==> src/rtl/pspin_cmd_dispatcher_pkg.sv <==
// Shared configuration and command/response types for the cluster command dispatcher.
// Pure types and constants; no logic.
package pspin_cmd_dispatcher_pkg;

  localparam int NUM_CORES          = 8;
  localparam int NUM_CMD_INTERFACES = 3;
  localparam int NUM_HPU_CMDS       = 4;
  localparam int DISP_FIFO_DEPTH    = 4;

  localparam int CORE_ID_W  = 4;
  localparam int LOCAL_ID_W = 4;
  localparam int INTF_ID_W  = 2;

  typedef logic [$clog2(NUM_HPU_CMDS+1)-1:0] inflight_cnt_t;

  typedef struct packed {
    logic [CORE_ID_W-1:0]  core_id;
    logic [LOCAL_ID_W-1:0] local_id;
  } pspin_cmd_id_t;

  typedef struct packed {
    pspin_cmd_id_t         cmd_id;
    logic [INTF_ID_W-1:0]  intf_id;
    logic [31:0]           data;
  } pspin_cmd_t;

  typedef struct packed {
    pspin_cmd_id_t cmd_id;
    logic [31:0]   imm_data;
  } pspin_cmd_resp_t;

endpackage

==> src/rtl/pspin_cmd_fifo.sv <==
// Registered-storage FIFO; push visible on head_o the cycle after it is written.
// Full blocks push (even with a concurrent pop); head_o reads 0 while empty.
module pspin_cmd_fifo #(
  parameter int  DEPTH = 4,
  parameter type T     = logic [7:0]
) (
  input  logic clk_i,
  input  logic rst_ni,
  input  logic push_i,
  input  T     data_i,
  input  logic pop_i,
  output logic full_o,
  output logic empty_o,
  output T     head_o
);

  localparam int AW = (DEPTH > 1) ? $clog2(DEPTH) : 1;

  T               mem [DEPTH];
  logic [AW-1:0]  wr_ptr, rd_ptr;
  logic [AW:0]    count;
  logic           do_push, do_pop;

  assign full_o  = (count == (AW+1)'(DEPTH));
  assign empty_o = (count == '0);
  assign do_push = push_i && !full_o;
  assign do_pop  = pop_i && !empty_o;
  assign head_o  = empty_o ? T'('0) : mem[rd_ptr];

  always_ff @(posedge clk_i or negedge rst_ni) begin
    if (!rst_ni) begin
      wr_ptr <= '0;
      rd_ptr <= '0;
      count  <= '0;
    end else begin
      if (do_push) wr_ptr <= wr_ptr + AW'(1);
      if (do_pop)  rd_ptr <= rd_ptr + AW'(1);
      if (do_push && !do_pop)      count <= count + (AW+1)'(1);
      else if (!do_push && do_pop) count <= count - (AW+1)'(1);
    end
  end

  always_ff @(posedge clk_i) begin
    if (do_push) mem[wr_ptr] <= data_i;
  end

endmodule

==> src/rtl/pspin_cmd_dispatcher.sv <==
// Steers HPU commands by intf_id into per-interface FIFOs (dispatch >=1 cycle after accept)
// and merges completions into a registered response pulse; per-HPU in-flight limit gates ready.
module pspin_cmd_dispatcher import pspin_cmd_dispatcher_pkg::*; #(
  parameter int NUM_REQ      = NUM_CORES,
  parameter int NUM_INTF     = NUM_CMD_INTERFACES,
  parameter int MAX_INFLIGHT = NUM_HPU_CMDS,
  parameter int FIFO_DEPTH   = DISP_FIFO_DEPTH,
  localparam int CNT_W       = $clog2(MAX_INFLIGHT+1)
) (
  input  logic                             clk_i,
  input  logic                             rst_ni,
  input  logic [NUM_REQ-1:0]               cmd_valid_i,
  output logic [NUM_REQ-1:0]               cmd_ready_o,
  input  pspin_cmd_t [NUM_REQ-1:0]         cmd_i,
  output logic [NUM_INTF-1:0]              intf_valid_o,
  input  logic [NUM_INTF-1:0]              intf_ready_i,
  output pspin_cmd_t [NUM_INTF-1:0]        intf_cmd_o,
  input  logic [NUM_INTF-1:0]              cmpl_valid_i,
  output logic [NUM_INTF-1:0]              cmpl_ready_o,
  input  pspin_cmd_resp_t [NUM_INTF-1:0]   cmpl_i,
  output logic                             resp_valid_o,
  output pspin_cmd_resp_t                  resp_o,
  output logic [NUM_REQ-1:0][CNT_W-1:0]    inflight_o,
  output logic                             err_o
);

  localparam int RPW = (NUM_REQ > 1) ? $clog2(NUM_REQ) : 1;
  localparam int IPW = (NUM_INTF > 1) ? $clog2(NUM_INTF) : 1;
  localparam int NID = 2**INTF_ID_W;

  logic [RPW-1:0]      req_ptr, req_win;
  logic [IPW-1:0]      cmpl_ptr, cmpl_win;
  logic                req_found, cmpl_found;
  logic [NUM_REQ-1:0]  req_elig, intf_bad, cnt_inc, cmpl_dec;
  logic [NUM_INTF-1:0] fifo_full, fifo_empty, fifo_push;
  logic [NID-1:0]      full_ext;
  logic                cmpl_bad;
  pspin_cmd_resp_t     cmpl_sel;

  // Out-of-range intf_id indexes a zero pad, so the lookup stays in bounds.
  assign full_ext = NID'(fifo_full);

  always_comb begin
    for (int i = 0; i < NUM_REQ; i++) begin
      intf_bad[i] = int'(cmd_i[i].intf_id) >= NUM_INTF;
      req_elig[i] = cmd_valid_i[i] && (intf_bad[i] ||
                    (int'(inflight_o[i]) < MAX_INFLIGHT && !full_ext[cmd_i[i].intf_id]));
    end
  end

  always_comb begin
    req_found = 1'b0;
    req_win   = '0;
    for (int k = 0; k < NUM_REQ; k++) begin
      if (!req_found && req_elig[(int'(req_ptr) + k) % NUM_REQ]) begin
        req_found = 1'b1;
        req_win   = RPW'((int'(req_ptr) + k) % NUM_REQ);
      end
    end
  end

  always_comb begin
    cmpl_found = 1'b0;
    cmpl_win   = '0;
    for (int k = 0; k < NUM_INTF; k++) begin
      if (!cmpl_found && cmpl_valid_i[(int'(cmpl_ptr) + k) % NUM_INTF]) begin
        cmpl_found = 1'b1;
        cmpl_win   = IPW'((int'(cmpl_ptr) + k) % NUM_INTF);
      end
    end
  end

  assign cmd_ready_o  = req_found  ? (NUM_REQ'(1)  << req_win)  : '0;
  assign cmpl_ready_o = cmpl_found ? (NUM_INTF'(1) << cmpl_win) : '0;
  assign cmpl_sel     = cmpl_i[cmpl_win];

  always_comb begin
    for (int i = 0; i < NUM_REQ; i++) begin
      cnt_inc[i]  = req_found && (int'(req_win) == i) && !intf_bad[i];
      cmpl_dec[i] = cmpl_found && (int'(cmpl_sel.cmd_id.core_id) == i) && (inflight_o[i] != '0);
    end
    for (int k = 0; k < NUM_INTF; k++) begin
      fifo_push[k] = req_found && (int'(cmd_i[req_win].intf_id) == k);
    end
  end

  // A completion nobody owns (bad core_id or zero in-flight) is still forwarded.
  assign cmpl_bad = cmpl_found && (cmpl_dec == '0);

  for (genvar k = 0; k < NUM_INTF; k++) begin : g_fifo
    pspin_cmd_fifo #(
      .DEPTH (FIFO_DEPTH),
      .T     (pspin_cmd_t)
    ) u_fifo (
      .clk_i   (clk_i),
      .rst_ni  (rst_ni),
      .push_i  (fifo_push[k]),
      .data_i  (cmd_i[req_win]),
      .pop_i   (intf_valid_o[k] && intf_ready_i[k]),
      .full_o  (fifo_full[k]),
      .empty_o (fifo_empty[k]),
      .head_o  (intf_cmd_o[k])
    );
    assign intf_valid_o[k] = !fifo_empty[k];
  end

  always_ff @(posedge clk_i or negedge rst_ni) begin
    if (!rst_ni) begin
      req_ptr      <= '0;
      cmpl_ptr     <= '0;
      resp_valid_o <= 1'b0;
      resp_o       <= '0;
      err_o        <= 1'b0;
      inflight_o   <= '0;
    end else begin
      if (req_found)
        req_ptr <= (int'(req_win) == NUM_REQ-1) ? '0 : req_win + RPW'(1);
      if (cmpl_found) begin
        cmpl_ptr <= (int'(cmpl_win) == NUM_INTF-1) ? '0 : cmpl_win + IPW'(1);
        resp_o   <= cmpl_sel;
      end
      resp_valid_o <= cmpl_found;
      err_o        <= (req_found && intf_bad[req_win]) || cmpl_bad;
      for (int i = 0; i < NUM_REQ; i++) begin
        if (cnt_inc[i] && !cmpl_dec[i])
          inflight_o[i] <= inflight_o[i] + CNT_W'(1);
        else if (!cnt_inc[i] && cmpl_dec[i])
          inflight_o[i] <= inflight_o[i] - CNT_W'(1);
      end
    end
  end

endmodule

==> config.mk <==
export PLATFORM = sky130hd
export DESIGN_NAME = pspin_cmd_dispatcher
export DESIGN_NICKNAME = d
export VERILOG_FILES = /design/src/rtl/pspin_cmd_dispatcher_pkg.sv /design/src/rtl/pspin_cmd_fifo.sv /design/src/rtl/pspin_cmd_dispatcher.sv
export SDC_FILE = /design/constraint.sdc
export NUM_CORES = 1
export LEC_CHECK = 0
export ABC_AREA = 0
export BUFFER_PORTS_ARGS = -buffer_cell sky130_fd_sc_hd__buf_4
export CAP_MARGIN = 15
export CELL_PAD_IN_SITES_DETAIL_PLACEMENT = 0
export CELL_PAD_IN_SITES_GLOBAL_PLACEMENT = 2
export CORE_MARGIN = 5
export CORE_UTILIZATION = 41
export DETAILED_ROUTE_END_ITERATION = 16
export PLACE_DENSITY = 0.85
export SYNTH_ARGS = -nofsm -noshare
export SYNTH_HDL_FRONTEND = slang
export SYNTH_SLANG_ARGS = --single-unit
==> constraint.sdc <==
create_clock -name clk_i -period 14.6 [get_ports clk_i]
set_clock_uncertainty 0.15 [all_clocks]
set_input_delay 0.73 -clock clk_i [delete_from_list [all_inputs] [get_ports clk_i]]
set_output_delay 0.73 -clock clk_i [all_outputs]
set_load 0.02 [all_outputs]
# After elaboration in Yosys (flattened, before gate mapping)

Memory sizes are Yosys's and may differ from the RTL's.
Index checks and enable logic that the tools add are counted.

Add/subtract/negate cells: 39
$mul: 0
Divide/modulo/power cells: 3
$lt $le $gt $ge: 37
Equal/unequal tests: 20
Shifts and indexed selects: 2
Muxes and demuxes: 111
Bitwise logic cells: 7
Reduce and logical (&&, ||, !) cells: 188

Operators by type and width:

| kind                                                        | number |
|---|---|
| 2-to-1 mux 42 bit                                           | 4 |
| binary-select mux 42 bit (select 3 bit)                     | 1 |
| less-than comparator 32 x 4 -> 1 bit, second input constant | 3 |
| 2-to-1 mux 3 bit                                            | 32 |
| logical AND 1 bit                                           | 93 |
| binary-select mux 40 bit (select 2 bit)                     | 1 |
| modulo 32 x 3 -> 32 bit, second input constant              | 2 |
| logical NOT 1 bit                                           | 53 |
| 2-to-1 mux 1 bit                                            | 47 |
| 2-to-1 mux 40 bit                                           | 1 |
| adder 3 x 1 -> 3 bit, second input constant                 | 13 |
| less-than comparator 4 x 5 -> 1 bit, second input constant  | 7 |
| subtractor 3 x 1 -> 3 bit, second input constant            | 11 |
| modulo 3 x 3 -> 32 bit, second input constant               | 1 |
| binary-select mux 1 bit (select 3 bit)                      | 9 |
| less-than comparator 2 x 3 -> 1 bit, second input constant  | 9 |
| less-than comparator 3 bit, second input constant           | 8 |
| nonzero test 3 bit                                          | 8 |
| binary-select mux 1 bit (select 2 bit)                      | 11 |
| nonzero test 2 bit                                          | 11 |
| equality test 3 bit, second input constant                  | 7 |
| OR reduction 3 bit                                          | 7 |
| equality test 4 bit, second input constant                  | 4 |
| >= comparator 2 bit, second input constant                  | 8 |
| 21 further kinds                                            | 56 |

Register bits: 92
Latch bits: 0
Memory bits (writable): 504
Memory bits (read-only): 0
Input port bits: 472
Output and inout bits: 206
Word-level logic and storage cells: 434
Memories kept: 3

Memory list:

| name                 | words | width | rd ports | clocked after memory_dff | wr ports | RTL line             | RTL |
|---|---|---|---|---|---|---|---|
| g_fifo[0].u_fifo.mem | 4     | 42    | 1        | 0                        | 1        | pspin_cmd_fifo.sv:19 | `T mem [DEPTH];` |
| g_fifo[1].u_fifo.mem | 4     | 42    | 1        | 0                        | 1        | pspin_cmd_fifo.sv:19 |  |
| g_fifo[2].u_fifo.mem | 4     | 42    | 1        | 0                        | 1        | pspin_cmd_fifo.sv:19 |  |

# Depth between registers and ports, before layout

Gate-level depths: netlist (run 1).

Depth in word-level cells: 40
Mapped depth: 26
Gate-level depth less buffers: 22

# Hierarchy

Synthesis (run 1) repeated with hierarchy kept, for this count alone.

Cell total of the unflattened synthesis: 1867
Area total of the unflattened synthesis: 28732.6 sq um

Modules (own cells, without submodules):

| module               | times used | cells an instance | area each (sq um) | seq. area each (sq um) |
|---|---|---|---|---|
| pspin_cmd_fifo       | 3          | 303               | 6812.8            | 5220.0 |
| pspin_cmd_dispatcher | 1          | 958               | 8294.2            | 1776.7 |

# Worst setup path before layout (run 1)

OpenSTA, ideal clock, no wires.

Kind: input -> register
Start: input port cmd_i[33] (netlist name)
End: memory g_fifo[2].u_fifo.mem[0][0] (netlist name), enable pin
Library setup time: 404 ps
Data arrival time: 5375 ps
Data required time: 14046 ps
Slack: 8672 ps
Cell stages on the path: 15
Path buffers: 2
Cells stage by stage: or4b_1 o211a_1 o21a_1 mux4_2 mux2i_4 nor3b_4 and3_1 o21ai_1 buf_2 a21boi_0 o32ai_4 mux2i_1 and4_1 buf_2 and2_1

RTL lines:

| item               | RTL line                   | RTL |
|---|---|---|
| start: declaration | pspin_cmd_dispatcher.sv:14 | `input pspin_cmd_t [NUM_REQ-1:0] cmd_i,` |
| end: declaration   | pspin_cmd_fifo.sv:19       |  |

==> impl_metrics.ini, run 1 <==
[status]
run_status = complete, no violations

[floorplanning]
start_util_pct = 41.5
die-width_um = 271
num_rows = 95
boundaryPins = 678
die_area_um2 = 73700
floorplan.core_area_um2 = 67500
chipHeight_um = 271

[sta]
min_period_over_period_pct = 56.7
max_freq_mhz = 121
worst-slew-pin-transition_ns = 1.19
setup-tns-final_ns = 0
timing.final.max_slew_violations = 0
hold_viol_final = 0
timing.slew.headroom_pct = 20.7
timing.final.setup_violations = 0
setup_repair_after_global_routing_missed_its_margin = no
min_period_ns = 8.27

[yosys]
fraction_of_the_yosys_area_taken_by_sequential_cells_pct = 62.2
synth_edf_count = 504
synth_seq_cells = 596
syn_area_per_cell_um2 = 16.0
synthArstFlopShare_pct = 15.4
dominantRegCellSynth = sky130_fd_sc_hd__edfxtp_1
postSynthCellCount = 1750
syn_nets = 2266
ys_types = 84
synth_warnings = 0
synth_cell_area_um2 = 28000

[clock_tree]
cts-resized-gates = 0
worstSkewPairLatency_ns = 0.64
cts_tree = done
cts.htree.levels = 2
cts_sinks = 596
ctsLongestPathBuffers = 3
root_buf_cell = sky130_fd_sc_hd__clkbuf_16
clk_pin_slew_worst_paths_ns = 0.07
numCtsBuffers = 61

[global_routing]
antenna_found_initial = 2
gr-usage-all-layers_pct = 23.5
grt_pass1_vias = 19800
largest_net_degree_at_the_start_of_global_routing = 75
grt_pass1_wl_um = 131000
global_route.overflow_total = 0

[final_layout]
layout-drive-gt1-share_pct = 43.3
p_r_area_growth_vs_syn_pct = 28.5
highest_count_cells_in_the_layout_ignoring_fill_and_taps = sky130_fd_sc_hd__buf_4 (693), sky130_fd_sc_hd__edfxtp_1 (504), sky130_fd_sc_hd__nand2_1 (220), sky130_fd_sc_hd__mux4_2 (208), sky130_fd_sc_hd__and2_1 (135)
nNetsFinal = 2916
post-route-util_pct = 53.3
layout.cells.most_common = sky130_fd_sc_hd__buf_4

[setup_path]
critical_path.reg2reg.startpoint = req_ptr[0]
critical_path_peak_fanout = 74
r2r_cells = 16
critical_path_arrival_ns = 8.35
timing.reg2reg.setup_slack_ns = 6.33
worstReg2RegEnd = g_fifo[2].u_fifo.mem[2][7]
worstSetupStartpointType = register
cp_data_required_time_ns = 14.67
endpoint_kind = register
crit_type = register to register

[min_path]
hold_path.class = input pin to register
sink_of_the_worst_hold_path = resp_o[11]
worstHoldStart = cmpl_i[11]
hold_path_depth = 3

[drt]
ant_nets = 0
drc = 0
num_vias = 18700
wirelength_um = 89200
drt_pre_antenna_iters = 7
drt-vias-per-instance = 5.62
first_iter_violations = 1722
detail_route.wl_per_cell_um = 26.8

[placement]
place_congestion = 0.887
post-dp-hpwl_um = 63300
numPortBuffers = 677

[run]
cap_violations = 0
## through the flow
step           area [um^2]  cells  hold WS, ns  setup WS (ns)
2_1_floorplan        28000   1750        0.284           8.67
6_report             36000   3325        0.142           6.33
4_1_cts              36000   3321       0.0981           6.27
3_5_place_dp         34000   3207        0.322           6.30
3_3_place_gp         34000   3207        0.318           6.52
5_1_grt              36000   3324        0.110           5.78
## synthesized netlist by cell type, types with 4 or more instances
| master | count | area share (%) |
|---|---|---|
| sky130_fd_sc_hd__a22o_1 | 7 | 0.22 |
| sky130_fd_sc_hd__a211oi_1 | 6 | 0.16 |
| sky130_fd_sc_hd__buf_1 | 18 | 0.24 |
| sky130_fd_sc_hd__and2_1 | 147 | 3.3 |
| sky130_fd_sc_hd__ha_1 | 33 | 1.5 |
| sky130_fd_sc_hd__a32o_1 | 5 | 0.18 |
| sky130_fd_sc_hd__a31oi_1 | 9 | 0.20 |
| sky130_fd_sc_hd__nand2_1 | 221 | 3.0 |
| sky130_fd_sc_hd__nor3_1 | 10 | 0.18 |
| sky130_fd_sc_hd__nor2b_1 | 9 | 0.20 |
| sky130_fd_sc_hd__a22oi_1 | 8 | 0.21 |
| sky130_fd_sc_hd__o211ai_1 | 9 | 0.24 |
| sky130_fd_sc_hd__inv_1 | 42 | 0.56 |
| sky130_fd_sc_hd__xnor2_1 | 23 | 0.72 |
| sky130_fd_sc_hd__clkbuf_1 | 77 | 1.0 |
| sky130_fd_sc_hd__mux2i_1 | 5 | 0.18 |
| sky130_fd_sc_hd__a311oi_1 | 4 | 0.12 |
| sky130_fd_sc_hd__edfxtp_1 | 504 | 54 |
| sky130_fd_sc_hd__mux4_2 | 208 | 17 |
| sky130_fd_sc_hd__dfrtp_1 | 92 | 8.2 |
| sky130_fd_sc_hd__nor2_1 | 36 | 0.48 |
| sky130_fd_sc_hd__a21boi_0 | 6 | 0.16 |
| sky130_fd_sc_hd__buf_2 | 13 | 0.23 |
| sky130_fd_sc_hd__and3_1 | 13 | 0.29 |
| sky130_fd_sc_hd__nand2b_1 | 4 | 0.089 |
| sky130_fd_sc_hd__nor3b_1 | 4 | 0.11 |
| sky130_fd_sc_hd__mux2_2 | 12 | 0.48 |
| sky130_fd_sc_hd__nand3_1 | 17 | 0.30 |
| sky130_fd_sc_hd__xor2_1 | 22 | 0.69 |
| sky130_fd_sc_hd__nand4_1 | 7 | 0.16 |
| sky130_fd_sc_hd__o21ai_0 | 22 | 0.39 |
| sky130_fd_sc_hd__a222oi_1 | 29 | 1.0 |
| sky130_fd_sc_hd__o311ai_0 | 9 | 0.28 |
| sky130_fd_sc_hd__fa_1 | 11 | 0.79 |
| sky130_fd_sc_hd__a21oi_1 | 20 | 0.36 |
| sky130_fd_sc_hd__o32ai_1 | 4 | 0.12 |
## timing repair
item                                   CTS  global route
buffers inserted                         0             0
endpoints found under the hold margin   45             0
hold buffers                             1             0
## registers in the layout, summed over array words and instances (netlist names)
| name | flops |
|---|---|
| req_ptr | 3 |
| g_fifo.u_fifo.rd_ptr | 6 |
| err_o | 1 |
| inflight_o | 24 |
| cmpl_ptr | 2 |
| g_fifo.u_fifo.mem | 504 |
| resp_valid_o | 1 |
| g_fifo.u_fifo.count | 9 |
| g_fifo.u_fifo.wr_ptr | 6 |
| resp_o | 40 |
## worst max-delay path: stages (launching register included)
cell and delay, ns:
sky130_fd_sc_hd__dfrtp_1 0.79, sky130_fd_sc_hd__inv_1 0.47, sky130_fd_sc_hd__ha_1 0.69, sky130_fd_sc_hd__inv_1 0.26, sky130_fd_sc_hd__nor2_1 0.21, sky130_fd_sc_hd__nand3_1 0.09, sky130_fd_sc_hd__and4b_1 0.31, sky130_fd_sc_hd__mux2i_4 0.24
sky130_fd_sc_hd__nor3b_4 0.38, sky130_fd_sc_hd__a31oi_1 0.17, sky130_fd_sc_hd__a22oi_2 0.29, sky130_fd_sc_hd__and2_4 0.45, sky130_fd_sc_hd__buf_4 0.76, sky130_fd_sc_hd__o32ai_1 0.26, sky130_fd_sc_hd__mux2i_1 0.77, sky130_fd_sc_hd__and4_1 0.48
sky130_fd_sc_hd__and2_2 0.99
## how the worst max path moves through the flow
stage          startpoint                           to  slack (ns)  cells past startpoint
6_report       req_ptr[0]   g_fifo[2].u_fifo.mem[2][7]        6.33                     16
5_1_grt        req_ptr[0]   g_fifo[2].u_fifo.mem[2][7]        5.78                     16
4_1_cts        req_ptr[0]   g_fifo[2].u_fifo.mem[0][7]        6.27                     16
3_5_place_dp   req_ptr[0]  g_fifo[2].u_fifo.mem[0][19]        6.30                     16
3_3_place_gp   req_ptr[0]  g_fifo[2].u_fifo.mem[0][19]        6.52                     16
2_1_floorplan   cmd_i[33]   g_fifo[2].u_fifo.mem[0][0]        8.67                     15
## layer usage
metal	GRT usage [%]	vias up	part of all wire, %
li1	-	8187	-
met1	32.0	9595	41
met2	39.7	816	50
met3	4.87	103	7.2
met4	4.96	0	2.1
met5	0	-	0
## layout make-up
| class | count | area (um^2) |
|---|---|---|
| inverters | 43 | 161 |
| clock buffers | 77 | 1630 |
| diodes | 2 | 5.00 |
| well taps | 873 | 1090 |
| multi-input cells | 1002 | 10100 |
| flip-flops and latches | 596 | 17500 |
| clock inverters | 36 | 370 |
| repair buffers | 696 | 5250 |
| fillers | 5580 | 31500 |
## cells by family (layout without fill, tap and decap cells)
| group | after synthesis | count (layout) | share of synthesized area (%) |
|---|---|---|---|
| compound gates | 186 | 186 | 5.38 |
| xor+xnor | 45 | 45 | 1.41 |
| fa+ha+maj | 45 | 45 | 2.29 |
| buf+inv | 152 | 852 | 2.12 |
| flops | 596 | 596 | 62.2 |
| mux | 229 | 229 | 17.6 |
| other cells | 0 | 2 | 0 |
| simple gates | 497 | 497 | 8.98 |
Power of run 1 is left out: the tool's default activity adds up to more than one toggle a clock period on the data nets, which glitch-free logic cannot reach.
==> run 2: changes to the inputs <==
--- a/config.mk
+++ b/config.mk
@@ -11,9 +11,9 @@
 export CELL_PAD_IN_SITES_DETAIL_PLACEMENT = 0
 export CELL_PAD_IN_SITES_GLOBAL_PLACEMENT = 2
 export CORE_MARGIN = 5
-export CORE_UTILIZATION = 41
+export CORE_UTILIZATION = 38
 export DETAILED_ROUTE_END_ITERATION = 16
-export PLACE_DENSITY = 0.85
+export PLACE_DENSITY = 0.79
 export SYNTH_ARGS = -nofsm -noshare
 export SYNTH_HDL_FRONTEND = slang
 export SYNTH_SLANG_ARGS = --single-unit
==> constraint.sdc (replaced) <==
create_clock -name clk_i -period 8.2 [get_ports clk_i]
set_clock_uncertainty 0.15 [all_clocks]
set_input_delay 0.41 -clock clk_i [delete_from_list [all_inputs] [get_ports clk_i]]
set_output_delay 0.41 -clock clk_i [all_outputs]
set_load 0.02 [all_outputs]
==> run 2 against run 1 <==
Effect of this change: non-clock buffer count rose by 79; design area rose by 2.7%; first-iteration DRC count fell by 9.3%; worst setup slack got worse by 5.4 ns; hold slack got worse by 0.12 ns; clock-buffer cell count fell by 13; register-to-register slack got worse by 5.4 ns; die area rose by 7.6%; utilization fell by 2.8 points; critical path type unchanged.
==> impl_metrics.ini, run 2 (synthesized netlist as in run 1, its figures left out) <==
[final_layout]
layout-drive-gt1-share_pct = 42.3
p_r_area_growth_vs_syn_pct = 31.9
seqCellArea_um2 = 17500
highest_count_cells_in_the_layout_ignoring_fill_and_taps = sky130_fd_sc_hd__buf_4 (699), sky130_fd_sc_hd__edfxtp_1 (504), sky130_fd_sc_hd__nand2_1 (220), sky130_fd_sc_hd__mux4_2 (208), sky130_fd_sc_hd__and2_1 (135)
multi_input_comb_area_um2 = 10100
largest_register_ffs = 504
filler_cell_count = 6208
nNetsFinal = 2994
registers.top_by_ff_count = g_fifo.u_fifo.mem
largest_registers = g_fifo.u_fifo.mem: 504 flops, resp_o: 40 flops, inflight_o: 24 flops
layout.cells.most_common = sky130_fd_sc_hd__buf_4
antennaDiodeCount = 0

[floorplanning]
floorplan.core_area_um2 = 73100
num_rows = 99
chipHeight_um = 282
die-width_um = 282
die_area_um2 = 79300
start_util_pct = 38.4
boundaryPins = 678

[drt]
first_iter_violations = 1561
drt_pre_antenna_iters = 7
drc = 0
detail_route.wl_per_cell_um = 26.8
ant_nets = 0
num_vias = 19200
wirelength_um = 93400
drt-vias-per-instance = 5.49

[clock_tree]
cts-resized-gates = 0
cts.htree.levels = 2
cts_tree = done
root_buf_cell = sky130_fd_sc_hd__clkbuf_16
ctsLongestPathBuffers = 3
postCtsSetupRepairBufs = 0
cts_sinks = 596
cts_hold_buf = 75
clk_pin_slew_worst_paths_ns = 0.06
worstSkewPairLatency_ns = 0.62
numCtsBuffers = 60

[global_routing]
antenna_found_initial = 0
gr-usage-all-layers_pct = 22.7
grt_pass1_wl_um = 134000
largest_net_degree_at_the_start_of_global_routing = 66
grt_pass1_vias = 20200
global_route.overflow_total = 0

[sta]
worst-slew-pin-transition_ns = 1.20
timing.final.max_slew_violations = 0
min_period_over_period_pct = 89.3
setup-tns-final_ns = 0
timing.slew.headroom_pct = 20.1
timing.final.setup_violations = 0
hold_viol_final = 0
max_freq_mhz = 137
min_period_ns = 7.32
setup_repair_after_global_routing_missed_its_margin = no

[setup_path]
cp_data_required_time_ns = 8.36
peak_per_stage_delay_on_the_critical_path_ns = 0.77
critical_path_peak_fanout = 31
crit_path_cell_trace = inv_1 > ha_1 > inv_1 > nor2_1 > nand3_1 > and4b_1 > mux2i_4 > nor3b_4 > a31oi_1 > a22oi_2 > and2_4 > o32ai_1 > mux2i_2 > and4_1 > and2_2 > buf_4
worstSetupStartpointType = register
path_common_cell = sky130_fd_sc_hd__inv_1
crit_slowest_cell = sky130_fd_sc_hd__dfrtp_1
endpoint_kind = register
crit_type = register to register
critical_path_arrival_ns = 7.48

[placement]
place_congestion = 0.889
post-dp-hpwl_um = 68000
numPortBuffers = 677

[status]
run_status = complete, no violations

[min_path]
hold_path.class = input pin to register

[run]
cap_violations = 0
-- run 2: final cells by class --
type	count	share of cell area, %
sequential	596	47.2
multi-input combinational	1002	27.2
timing repair buffer	775	16.3
clock buffer	64	4.10
tap	959	3.25
clock inverter	49	1.53
inverter	43	0.437
-- run 2: worst max-delay path, delay by kind of cell, from the launching register on --
family	cells	cell delay (ns)
muxes	2	0.85
AOI/OAI and AO/OA	3	0.66
and+or+nand+nor	7	2.66
DFF	1	0.77
adders and majority gates	1	0.69
buffers and inverters	3	1.20
-- run 2: through the flow --
stage          hold slack [ns]  worst slack [ns]  util [%]  instances  instance area (um^2)
2_1_floorplan          -0.0356              2.35         -       1750                 28000
3_3_place_gp             0.241              1.16      46.7       3299                 34100
3_5_place_dp             0.251             0.916      46.7       3300                 34100
4_1_cts                0.00961             0.909      50.6       3488                 37000
5_1_grt                 0.0400             0.378      50.6       3488                 37000
6_report                0.0241             0.881      50.6       3488                 37000
-- run 2: per-layer routing --
metal,global-route usage (%),share of wire [%]
met1,31.1,41
met2,39.1,51
met3,3.59,6.9
met4,4.16,1.5
met5,0,0
-- run 2: final timing paths --
| kind | end | cells after the start | startpoint | slack, ns |
|---|---|---|---|---|
| min in group asynchronous | resp_o[21] | 2 | rst_ni | 0.10 |
| max in group asynchronous | resp_o[14] | 3 | rst_ni | 6.52 |
| worst max-delay path | g_fifo[2].u_fifo.mem[1][6] | 16 | req_ptr[0] | 0.88 |
| worst max register to register | g_fifo[2].u_fifo.mem[1][6] | 16 | req_ptr[0] | 0.88 |
| worst min-delay path | resp_o[38] | 3 | cmpl_i[38] | 0.02 |
| worst min register to register | resp_o[37] | 2 | resp_o[37] | 0.33 |
Power of run 2 is left out for the same reason.
==> run 3: changes to the inputs <==
--- a/config.mk
+++ b/config.mk
@@ -10,6 +10,7 @@
 export CAP_MARGIN = 15
 export CELL_PAD_IN_SITES_DETAIL_PLACEMENT = 0
 export CELL_PAD_IN_SITES_GLOBAL_PLACEMENT = 2
+export CORE_ASPECT_RATIO = 0.8
 export CORE_MARGIN = 5
 export CORE_UTILIZATION = 38
 export DETAILED_ROUTE_END_ITERATION = 16
==> run 3 against run 2 <==
Effect of this change: non-clock buffer count is 15 higher; first-iteration DRC count rose by 1.5%; routed wire length up 2.4%; largest cell class unchanged.
==> impl_metrics.ini, run 3 (synthesized netlist as in run 1, its figures left out) <==
[status]
run_status = complete, no violations

[final_layout]
largest_registers = g_fifo.u_fifo.mem: 504 flops, resp_o: 40 flops, inflight_o: 24 flops
seqCellArea_um2 = 17400
filler_cell_count = 6252
highest_count_cells_in_the_layout_ignoring_fill_and_taps = sky130_fd_sc_hd__buf_4 (709), sky130_fd_sc_hd__edfxtp_1 (504), sky130_fd_sc_hd__nand2_1 (220), sky130_fd_sc_hd__mux4_2 (208), sky130_fd_sc_hd__and2_1 (135)
layout-drive-gt1-share_pct = 42.1
largest_register_ffs = 504
p_r_area_growth_vs_syn_pct = 31.9
multi_input_comb_area_um2 = 10000
nNetsFinal = 3008
layout.cells.most_common = sky130_fd_sc_hd__buf_4
registers.top_by_ff_count = g_fifo.u_fifo.mem

[global_routing]
largest_net_degree_at_the_start_of_global_routing = 74
grt_pass1_vias = 20300
grt_pass1_wl_um = 138000
antenna_found_initial = 6
global_route.overflow_total = 0
gr-usage-all-layers_pct = 23.6

[clock_tree]
cts_tree = done
cts_sinks = 596
ctsLongestPathBuffers = 3
numCtsBuffers = 59
postCtsSetupRepairBufs = 0
cts_hold_buf = 79
clk_pin_slew_worst_paths_ns = 0.06
root_buf_cell = sky130_fd_sc_hd__clkbuf_16
worstSkewPairLatency_ns = 0.63
cts.htree.levels = 2
cts-resized-gates = 0

[floorplanning]
die-width_um = 314
start_util_pct = 38.1
die_area_um2 = 79300
boundaryPins = 678
floorplan.core_area_um2 = 73500
chipHeight_um = 253
num_rows = 89

[setup_path]
peak_per_stage_delay_on_the_critical_path_ns = 1.02
crit_slowest_cell = sky130_fd_sc_hd__and2_2
critical_path_arrival_ns = 6.83
crit_type = register to register
critical_path_peak_fanout = 42
cp_data_required_time_ns = 8.30
crit_path_cell_trace = inv_1 > ha_1 > inv_1 > nor2_1 > nand3_1 > and4b_1 > mux2i_4 > nor3b_4 > and4bb_1 > a22oi_2 > and2_4 > o32ai_1 > mux2_2 > inv_1 > a211oi_4 > and2_2
path_common_cell = sky130_fd_sc_hd__inv_1
endpoint_kind = register
worstSetupStartpointType = register

[sta]
hold_viol_final = 0
min_period_ns = 6.73
min_period_over_period_pct = 82.1
timing.final.setup_violations = 0
timing.slew.headroom_pct = 20.3
setup-tns-final_ns = 0
worst-slew-pin-transition_ns = 1.20
timing.final.max_slew_violations = 0
max_freq_mhz = 149
setup_repair_after_global_routing_missed_its_margin = no

[min_path]
hold_path.class = input pin to register

[drt]
ant_nets = 0
first_iter_violations = 1584
num_vias = 19300
wirelength_um = 95600
drt_pre_antenna_iters = 5
drt-vias-per-instance = 5.50
detail_route.wl_per_cell_um = 27.3
drc = 0

[placement]
numPortBuffers = 677
place_congestion = 0.895
post-dp-hpwl_um = 71500

[run]
cap_violations = 0
-- run 3: path summary, 6_finish.rpt --
path / startpoint / to / slack [ns] / depth (start not counted)
setup reg to reg: req_ptr[1] / g_fifo[0].u_fifo.mem[3][41] / 1.47 / 16
max in group asynchronous: rst_ni / g_fifo[2].u_fifo.rd_ptr[1] / 6.41 / 3
hold / removal: cmpl_i[81] / resp_o[1] / 0.06 / 4
setup / recovery: req_ptr[1] / g_fifo[0].u_fifo.mem[3][41] / 1.47 / 16
min in group asynchronous: rst_ni / err_o / 0.12 / 2
hold reg to reg: g_fifo[2].u_fifo.rd_ptr[1] / g_fifo[2].u_fifo.rd_ptr[1] / 0.32 / 1
-- run 3: layer usage --
layer / part of all wire, % / up-vias / wire, um / global-route usage [%]
met4: 2.0 / 4 / 1930 / 5.19
met2: 49 / 745 / 46600 / 38.6
met5: 0.028 / - / 27 / 0
met3: 6.9 / 107 / 6620 / 3.94
li1: - / 8373 / - / -
met1: 42 / 10000 / 40500 / 33.6
-- run 3: area by class of cell --
type,count,area share [%]
flip-flops and latches,596,47.2
multi-input cells,1002,27.2
repair buffers,790,16.6
clock buffers,76,4.28
well taps,955,3.23
clock inverters,36,1.01
inverters,43,0.437
diodes,3,0.0203
-- run 3: critical path: cells and delay by family, from the launching register on --
family	cells	cell delay, ns
AO/OA/AOI/OAI	3	0.87
adder cells (fa/ha/maj)	1	0.63
buffers and inverters	3	0.82
flip-flops	1	0.68
multiplexers	2	0.52
AND/OR/NAND/NOR	7	2.68
-- run 3: metrics by stage --
stage                     utilization (%)  worst slack [ns]  hold slack, ns  instances  cell area [um^2]
after floorplan                         -              2.35         -0.0356       1750             28000
after detailed placement             46.5              1.47           0.167       3306             34200
after global placement               46.5              1.55           0.168       3306             34200
final                                50.3              1.47          0.0575       3501             37000
after CTS                            50.3              1.48          0.0162       3497             36900
after global routing                 50.3              1.05          0.0560       3500             37000
Power of run 3 is left out for the same reason.
